$ cat src/rtl/rob_recovery_ctrl.sv
// Branch-mispredict recovery sequencer for the reorder buffer: walks younger
// entries youngest-first, restores the ROB tail, then issues one fetch redirect.
module rob_recovery_ctrl #(
    parameter int PTR_WIDTH  = 4,
    parameter int ADDR_WIDTH = 32
) (
    input  logic                  clk,
    input  logic                  reset,
    input  logic                  mispredict_valid,
    input  logic [PTR_WIDTH-1:0]  mispredict_idx,
    input  logic [ADDR_WIDTH-1:0] mispredict_target,
    input  logic [PTR_WIDTH-1:0]  rob_head,
    input  logic [PTR_WIDTH-1:0]  rob_tail,
    output logic                  busy,
    output logic                  stall_frontend,
    output logic                  squash_valid,
    output logic [PTR_WIDTH-1:0]  squash_idx,
    output logic                  tail_restore_valid,
    output logic [PTR_WIDTH-1:0]  tail_restore_ptr,
    output logic                  redirect_valid,
    output logic [ADDR_WIDTH-1:0] redirect_pc
);

    typedef enum logic [1:0] {
        S_IDLE     = 2'd0,
        S_WALK     = 2'd1,
        S_RESTORE  = 2'd2,
        S_REDIRECT = 2'd3
    } state_e;

    localparam logic [PTR_WIDTH-1:0] PTR_ONE = PTR_WIDTH'(1);

    state_e                 state_q, state_d;
    logic [PTR_WIDTH-1:0]   walk_ptr_q, walk_ptr_d;
    logic [PTR_WIDTH-1:0]   br_idx_q, br_idx_d;
    logic [ADDR_WIDTH-1:0]  br_target_q, br_target_d;

    logic                   busy_q;
    logic                   squash_valid_q;
    logic [PTR_WIDTH-1:0]   squash_idx_q;
    logic                   tail_restore_valid_q;
    logic [PTR_WIDTH-1:0]   tail_restore_ptr_q;
    logic                   redirect_valid_q;
    logic [ADDR_WIDTH-1:0]  redirect_pc_q;

    logic [PTR_WIDTH-1:0]   mp_age;
    logic [PTR_WIDTH-1:0]   br_age;
    logic [PTR_WIDTH-1:0]   tail_m1;
    logic [PTR_WIDTH-1:0]   br_p1;
    logic [PTR_WIDTH-1:0]   br_d_p1;
    logic                   older_mp;

    // Ages are distances from the live head, so commit during recovery is tolerated.
    always_comb begin
        mp_age   = mispredict_idx - rob_head;
        br_age   = br_idx_q - rob_head;
        older_mp = mispredict_valid && (mp_age < br_age);
        tail_m1  = rob_tail - PTR_ONE;
        br_p1    = br_idx_q + PTR_ONE;
    end

    always_comb begin
        state_d     = state_q;
        walk_ptr_d  = walk_ptr_q;
        br_idx_d    = br_idx_q;
        br_target_d = br_target_q;

        case (state_q)
            S_IDLE: begin
                if (mispredict_valid) begin
                    br_idx_d    = mispredict_idx;
                    br_target_d = mispredict_target;
                    walk_ptr_d  = tail_m1;
                    state_d     = (tail_m1 == mispredict_idx) ? S_RESTORE : S_WALK;
                end
            end
            S_WALK: begin
                // An older branch only extends the walk; the next stop test sees it.
                if (older_mp) begin
                    br_idx_d    = mispredict_idx;
                    br_target_d = mispredict_target;
                    walk_ptr_d  = walk_ptr_q - PTR_ONE;
                end else if (walk_ptr_q == br_p1) begin
                    state_d = S_RESTORE;
                end else begin
                    walk_ptr_d = walk_ptr_q - PTR_ONE;
                end
            end
            S_RESTORE, S_REDIRECT: begin
                // Re-enter the walk at the old branch, which is now younger than the new one.
                if (older_mp) begin
                    br_idx_d    = mispredict_idx;
                    br_target_d = mispredict_target;
                    walk_ptr_d  = br_idx_q;
                    state_d     = S_WALK;
                end else begin
                    state_d = (state_q == S_RESTORE) ? S_REDIRECT : S_IDLE;
                end
            end
            default: state_d = S_IDLE;
        endcase
    end

    always_comb begin
        br_d_p1 = br_idx_d + PTR_ONE;
    end

    // Outputs are registered from the next-state values so they align with the state.
    always_ff @(posedge clk or posedge reset) begin
        if (reset) begin
            state_q              <= S_IDLE;
            walk_ptr_q           <= '0;
            br_idx_q             <= '0;
            br_target_q          <= '0;
            busy_q               <= 1'b0;
            squash_valid_q       <= 1'b0;
            squash_idx_q         <= '0;
            tail_restore_valid_q <= 1'b0;
            tail_restore_ptr_q   <= '0;
            redirect_valid_q     <= 1'b0;
            redirect_pc_q        <= '0;
        end else begin
            state_q              <= state_d;
            walk_ptr_q           <= walk_ptr_d;
            br_idx_q             <= br_idx_d;
            br_target_q          <= br_target_d;
            busy_q               <= (state_d != S_IDLE);
            squash_valid_q       <= (state_d == S_WALK);
            squash_idx_q         <= (state_d == S_WALK) ? walk_ptr_d : '0;
            tail_restore_valid_q <= (state_d == S_RESTORE);
            tail_restore_ptr_q   <= (state_d == S_RESTORE) ? br_d_p1 : '0;
            redirect_valid_q     <= (state_d == S_REDIRECT);
            redirect_pc_q        <= (state_d == S_REDIRECT) ? br_target_d : '0;
        end
    end

    assign busy               = busy_q;
    assign stall_frontend     = busy_q;
    assign squash_valid       = squash_valid_q;
    assign squash_idx         = squash_idx_q;
    assign tail_restore_valid = tail_restore_valid_q;
    assign tail_restore_ptr   = tail_restore_ptr_q;
    assign redirect_valid     = redirect_valid_q;
    assign redirect_pc        = redirect_pc_q;

endmodule

$ cat config.mk
export PLATFORM = sky130hd
export DESIGN_NAME = rob_recovery_ctrl
export DESIGN_NICKNAME = d
export VERILOG_FILES = /design/src/rtl/rob_recovery_ctrl.sv
export SDC_FILE = /design/constraint.sdc
export NUM_CORES = 1
export LEC_CHECK = 0
export ABC_CLOCK_PERIOD_IN_PS = 4100
export CAP_MARGIN = 30
export CORE_MARGIN = 8
export CORE_UTILIZATION = 50
export CTS_CLUSTER_SIZE = 12
export DETAILED_ROUTE_END_ITERATION = 6
export HOLD_SLACK_MARGIN = 0.12
export PLACE_DENSITY = 0.89
export SLEW_MARGIN = 0
export SYNTH_ARGS = -nofsm -noshare
export SYNTH_HDL_FRONTEND = slang
export SYNTH_SLANG_ARGS = --single-unit
$ cat constraint.sdc
create_clock -name clk -period 4.1 [get_ports clk]
set_input_delay 1.025 -clock clk [delete_from_list [all_inputs] [get_ports clk]]
set_output_delay 1.025 -clock clk [all_outputs]
set_load 0.03 [all_outputs]
Word-level counts from Yosys, hierarchy flattened
Cells that the tools add are included.
{"block": "word_totals", "register_bits": 86, "inputBits": 47, "out_inout_bits": 45, "word_cells": 52}
{"block": "op_classes", "addsub": 6, "magnitude_cmp": 1, "n_eq_ne": 8, "n_mux": 21, "n_reduce_logical": 5}
{"operator": "2-to-1 mux 32 bit", "n": 3}
{"operator": "case mux 32 bit (2 select lines)", "n": 1}
{"operator": "2-to-1 mux 4 bit", "n": 8}
{"operator": "2-to-1 mux 2 bit", "n": 6}
{"operator": "case mux 4 bit (3 select lines)", "n": 1}
{"operator": "adder 4 x 1 -> 4 bit, second input constant", "n": 2}
{"operator": "== test 2 bit, second input constant", "n": 4}
{"operator": "== test 4 bit", "n": 2}
{"operator": "case mux 4 bit (2 select lines)", "n": 1}
{"operator": "subtractor 4 x 1 -> 4 bit, second input constant", "n": 2}
{"operator": "subtractor 4 bit", "n": 2}
{"operator": "case mux 2 bit (3 select lines)", "n": 1}
{"operator": "== test 2 x 1 -> 1 bit, second input constant", "n": 2}
{"operator": "less-than comparator 4 bit", "n": 1}
{"operator": "OR reduction 3 bit", "n": 1}
{"operator": "logical NOT 2 bit", "n": 1}
{"operator": "nonzero test 2 bit", "n": 1}
{"operator": "OR reduction 2 bit", "n": 1}
{"operator": "logical AND 1 bit", "n": 1}

Longest topological paths before layout
{"block": "logic_depth", "depth_word": 7, "mapped_depth": 17, "ltp_nobuf": 15}

Worst setup path after synthesis
OpenSTA, ideal clock, no wires.
{"block": "synth_timing", "path_type": "input -> register", "start": "input rob_head[1]", "end": "register tail_restore_ptr_q[2], in the netlist tail_restore_ptr[2]", "setup_ns": 0.126, "t_arrival_ns": 3.790, "path_slack_ns": 0.184, "stages": 16, "n_path_buf": 2, "cell_sequence": "inv_1 > ha_1 > a21o_1 > a21oi_1 > xnor2_1 > ha_1 > nor3b_1 > o21ai_0 > nand2_1 > buf_2 > buf_2 > mux2_2 > ha_1 > nor2b_1 > o211ai_1 > a21boi_1"}
{"block": "synth_via", "elab_chain_cells": 7}
{"element": "start: declaration", "line": "12", "rtl": "input logic [PTR_WIDTH-1:0] rob_head,"}
{"element": "subtractor 4 bit, on equally long branches", "line": "55, 56"}
{"element": "less-than comparator 4 bit *", "line": "57", "rtl": "older_mp = mispredict_valid && (mp_age < br_age);"}
{"element": "logical AND 1 bit *", "line": "57"}
{"element": "2-to-1 mux 4 bit *", "line": "79, 91"}
{"element": "case mux 4 bit (2 select lines) *", "line": "68", "rtl": "case (state_q)"}
{"element": "named net br_idx_d[1]", "line": "35", "rtl": "logic [PTR_WIDTH-1:0] br_idx_q, br_idx_d;"}
{"element": "adder 4 x 1 -> 4 bit *", "line": "105", "rtl": "br_d_p1 = br_idx_d + PTR_ONE;"}
{"element": "2-to-1 mux 4 bit *", "line": "131", "rtl": "tail_restore_ptr_q <= (state_d == S_RESTORE) ? br_d_p1 : '0;"}
{"element": "end signal: assignment", "line": "131"}
{"element": "end: declaration", "line": "42", "rtl": "logic [PTR_WIDTH-1:0] tail_restore_ptr_q;"}
The timed path passes the listed nets; every way through them passes the cells marked *.

Final worst setup path
Same ends and word-level chain as after synthesis.

==> metrics.cfg <==
[grt]
grt_pass1_vias = 2766
grt_use_total = 0.164
global_route_wire_length_before_repair_mm = 13.3
antenna_violations_before_repair = 0
grt-ovfl-total = 0
grt_max_degree = 39

[power]
p_leak_nw = 2.33
cellPowerDensity_nw_per_um2 = 729
ir_drop_mv = 0.385
fin_total_pwr_mw = 3.74

[sta]
worst_hold_slack_ns = 0.495
fin_skew_ns = 0.00753
timing.slew.headroom = 0.585
timing.fmax_ghz = 0.257
worst_slack_ns = 0.209
finalHoldViolations = 0
period_share = 0.949
slew_of_the_pin_with_the_lowest_slew_margin_ns = 0.622
number_of_pins_with_negative_max_slew_slack_in_the_final_report = 0
setup_viol = 0
rsz0062_at_grt = no
fin_crit_ns = 3.89

[yosys]
synthesis.area_um2 = 3830
warning_count_from_the_yosys_run = 0
synth_compound_area_frac = 0.0595
ys_types = 44
synthDominantCellAreaShare = 0.562
synth-async-reset-ratio = 1.00
synthMostInstantiatedCell = dfrtp_1
syn_avg_cell_area_um2 = 12.7
synth_top_cells_by_area = dfrtp_1 (56%), mux2_2 (11%), and2_1 (5.4%)
synth_xor_area_frac = 0.0494
yosys-mux-area-fraction = 0.119
synth_simple_gate_area_share = 0.124
fraction_of_the_yosys_area_taken_by_sequential_cells = 0.562
synth_fa_ha_area_frac = 0.0530
synthFlopType = dfrtp_1
synthesis.nets = 364
synth-edff-count = 0
ys_top_cells_by_count = dfrtp_1 (86), mux2_2 (36), and2_1 (33), inv_1 (19)
synth_largest_area_cell = dfrtp_1
syn_inst = 302
synth_seq_cells = 86
largest_family_of_logic_cells_by_synthesized_area = simple AND/OR/NAND/NOR gates

[hold_path]
min_path_type = flop to flop
min_from = br_target_q[0]

[placed_design]
place.gp.congestion = 0.875
place_hpwl_mm = 6.16
post-place-ws_ns = -0.232
port_buffers = 91
postPlaceCellArea_um2 = 4920
number_of_instances_in_the_placed_design = 497

[floorplanning]
floorplan.io_pins = 92
coreArea_um2 = 7570
die_height_um = 103
row_count = 32
initial_utilization = 0.506
design.die.area_um2 = 10700
die_x_um = 103

[critical_path]
largest_fanout_on_the_critical_path = 4
worstSetupStartpoint = rob_head[1]
timing.critical_path.slowest_stage_cell = clkdlybuf4s50_1
critPathLaunchType = input port
worstPathCellList = clkdlybuf4s50_1 -> inv_1 -> ha_1 -> a21o_1 -> a21oi_1 -> xnor2_1 -> ha_1 -> nor3b_2 -> o21ai_0 -> nand2_1 -> mux2_2 -> ha_1 -> nor2b_1 -> o211ai_1 -> a21boi_1
category_of_the_most_critical_setup_path = input port to flop
cell_seen_most_often_among_critical_path_stages = ha_1
critical_path.reg2reg.startpoint = br_idx_q[0]
worst-endpoint-required_ns = 4.33
critical_path.max_stage_delay_ns = 0.48
cp.arrival_ns = 4.12
setup.worst_path.end_class = flop
ff2ff_setup_slack_ns = 0.89

[route]
drt-initial-drc-count = 123
remaining_drc_errors = 0
via_count = 2637
route.detailed.wl_per_inst_um = 15.9
detail_route.first_pass.iterations = 4
post_drt_via_cell_ratio = 5.14
routed_wirelength_mm = 8.15
drt.antenna.violating_nets = 0

[clock_network]
maximum_root_to_sink_buffer_count = 2
clk_pin_slew_ns = 0.08
worst_skew_pair.late_latency_ns = 0.34
cts-root-buf = clkbuf_8
htree_num_levels = 3
ctsHoldBuffers = 0
tritoncts = done
numCtsBuffers = 9
clock_sinks = 86

[cells_and_area]
num-fill-cells = 554
drive_gt1_frac = 0.185
instances_no_fill = 513
antennaDiodeCount = 0
finish.instance_area_um2 = 5130
num-nets-final = 468
syn_to_final_growth_pct = 34.0

[flow_run]
timing.max_cap.violations = 0

[status]
run_status = finished, final reports clean

-- layout make-up --
class / instances / area [um2] / area share
Clock inverter: 3 / 42.5 / 0.00830
Timing Repair Buffer: 105 / 1020 / 0.198
Sequential cell: 86 / 2150 / 0.420
Multi-Input combinational cell: 185 / 1560 / 0.304
Clock buffer: 13 / 159 / 0.0310
Inverter: 19 / 72.6 / 0.0142
Tap cell: 102 / 128 / 0.0249
-- critical path, delay by kind of cell --
kind,cells,cell delay (ns)
adder cells (fa/ha/maj),3,0.78
buffers and inverters,2,0.56
AO/OA/AOI/OAI,5,0.78
multiplexers,1,0.38
AND/OR/NAND/NOR,3,0.50
XOR/XNOR,1,0.11
-- metrics by stage --
stage	TNS [ns]	utilization
6_report	0	0.677
5_1_grt	0	0.677
4_1_cts	0	0.676
3_5_place_dp	-3.54	0.650
3_3_place_gp	0	0.650
2_1_floorplan	0	-
-- cell usage in the layout, fill, tap and decap left out, types with 3 or more instances in the layout --
master / Yosys / layout
nor2b_1: 6 / 6
o21ai_0: 4 / 4
mux2i_1: 5 / 4
a31oi_1: 3 / 3
nand3_1: 9 / 9
clkdlybuf4s50_1: 0 / 91
clkbuf_8: 0 / 11
inv_1: 19 / 18
mux2_2: 36 / 36
ha_1: 13 / 13
nor2_1: 7 / 7
buf_4: 1 / 14
and2_1: 33 / 33
a21o_1: 4 / 4
nand2_1: 7 / 7
xor2_1: 6 / 6
a21oi_1: 5 / 5
dfrtp_1: 86 / 86
xnor2_1: 13 / 13
nand2b_1: 3 / 3
-- registers in the layout, indices dropped and copies added, names as in the netlist --
name                flops
br_idx_q                4
tail_restore_valid      1
squash_idx              4
state_q                 2
tail_restore_ptr        4
busy                    1
walk_ptr_q              4
br_target_q            32
redirect_pc            32
squash_valid            1
redirect_valid          1
-- what timing repair did --
action / 4_1_cts / 5_1_grt
buffers inserted: 0 / 0
endpoints found under the setup margin: 0 / 1
resized for setup: 0 / 2
-- final timing paths --
check | end | cells past startpoint
max | tail_restore_ptr[2] | 15
min | br_target_q[0] | 1
max reg2reg | tail_restore_ptr[2] | 14
min reg2reg | br_target_q[0] | 1
max in group asynchronous | redirect_pc[7] | 3
min in group asynchronous | tail_restore_ptr[2] | 2
-- logic make-up (layout without fill, tap and decap cells) --
family / count (synthesis) / in the layout
xor gates and xnor gates: 20 / 20
muxes: 41 / 41
buffers and inverters: 31 / 140
DFF: 86 / 86
and+or+nand+nor: 78 / 78
adders and majority gates: 15 / 15
AOI/OAI and AO/OA: 31 / 31
-- per-layer routing --
| layer | share of wire | GRT usage |
|---|---|---|
| met5 | 0 | 0 |
| met4 | 0.023 | 0.0634 |
| met3 | 0.076 | 0.0569 |
| met2 | 0.52 | 0.285 |
| met1 | 0.38 | 0.180 |
-- power by group --
part | internal, mW | switching [mW] | total, mW | leakage [nW]
logic | 0.928 | 0.943 | 1.87 | 1.14
clock network | 0.314 | 0.264 | 0.579 | 0.0996
registers | 1.13 | 0.158 | 1.29 | 1.09
total | 2.37 | 1.37 | 3.74 | 2.33
Note: power is estimated with default switching activity, not from simulation.
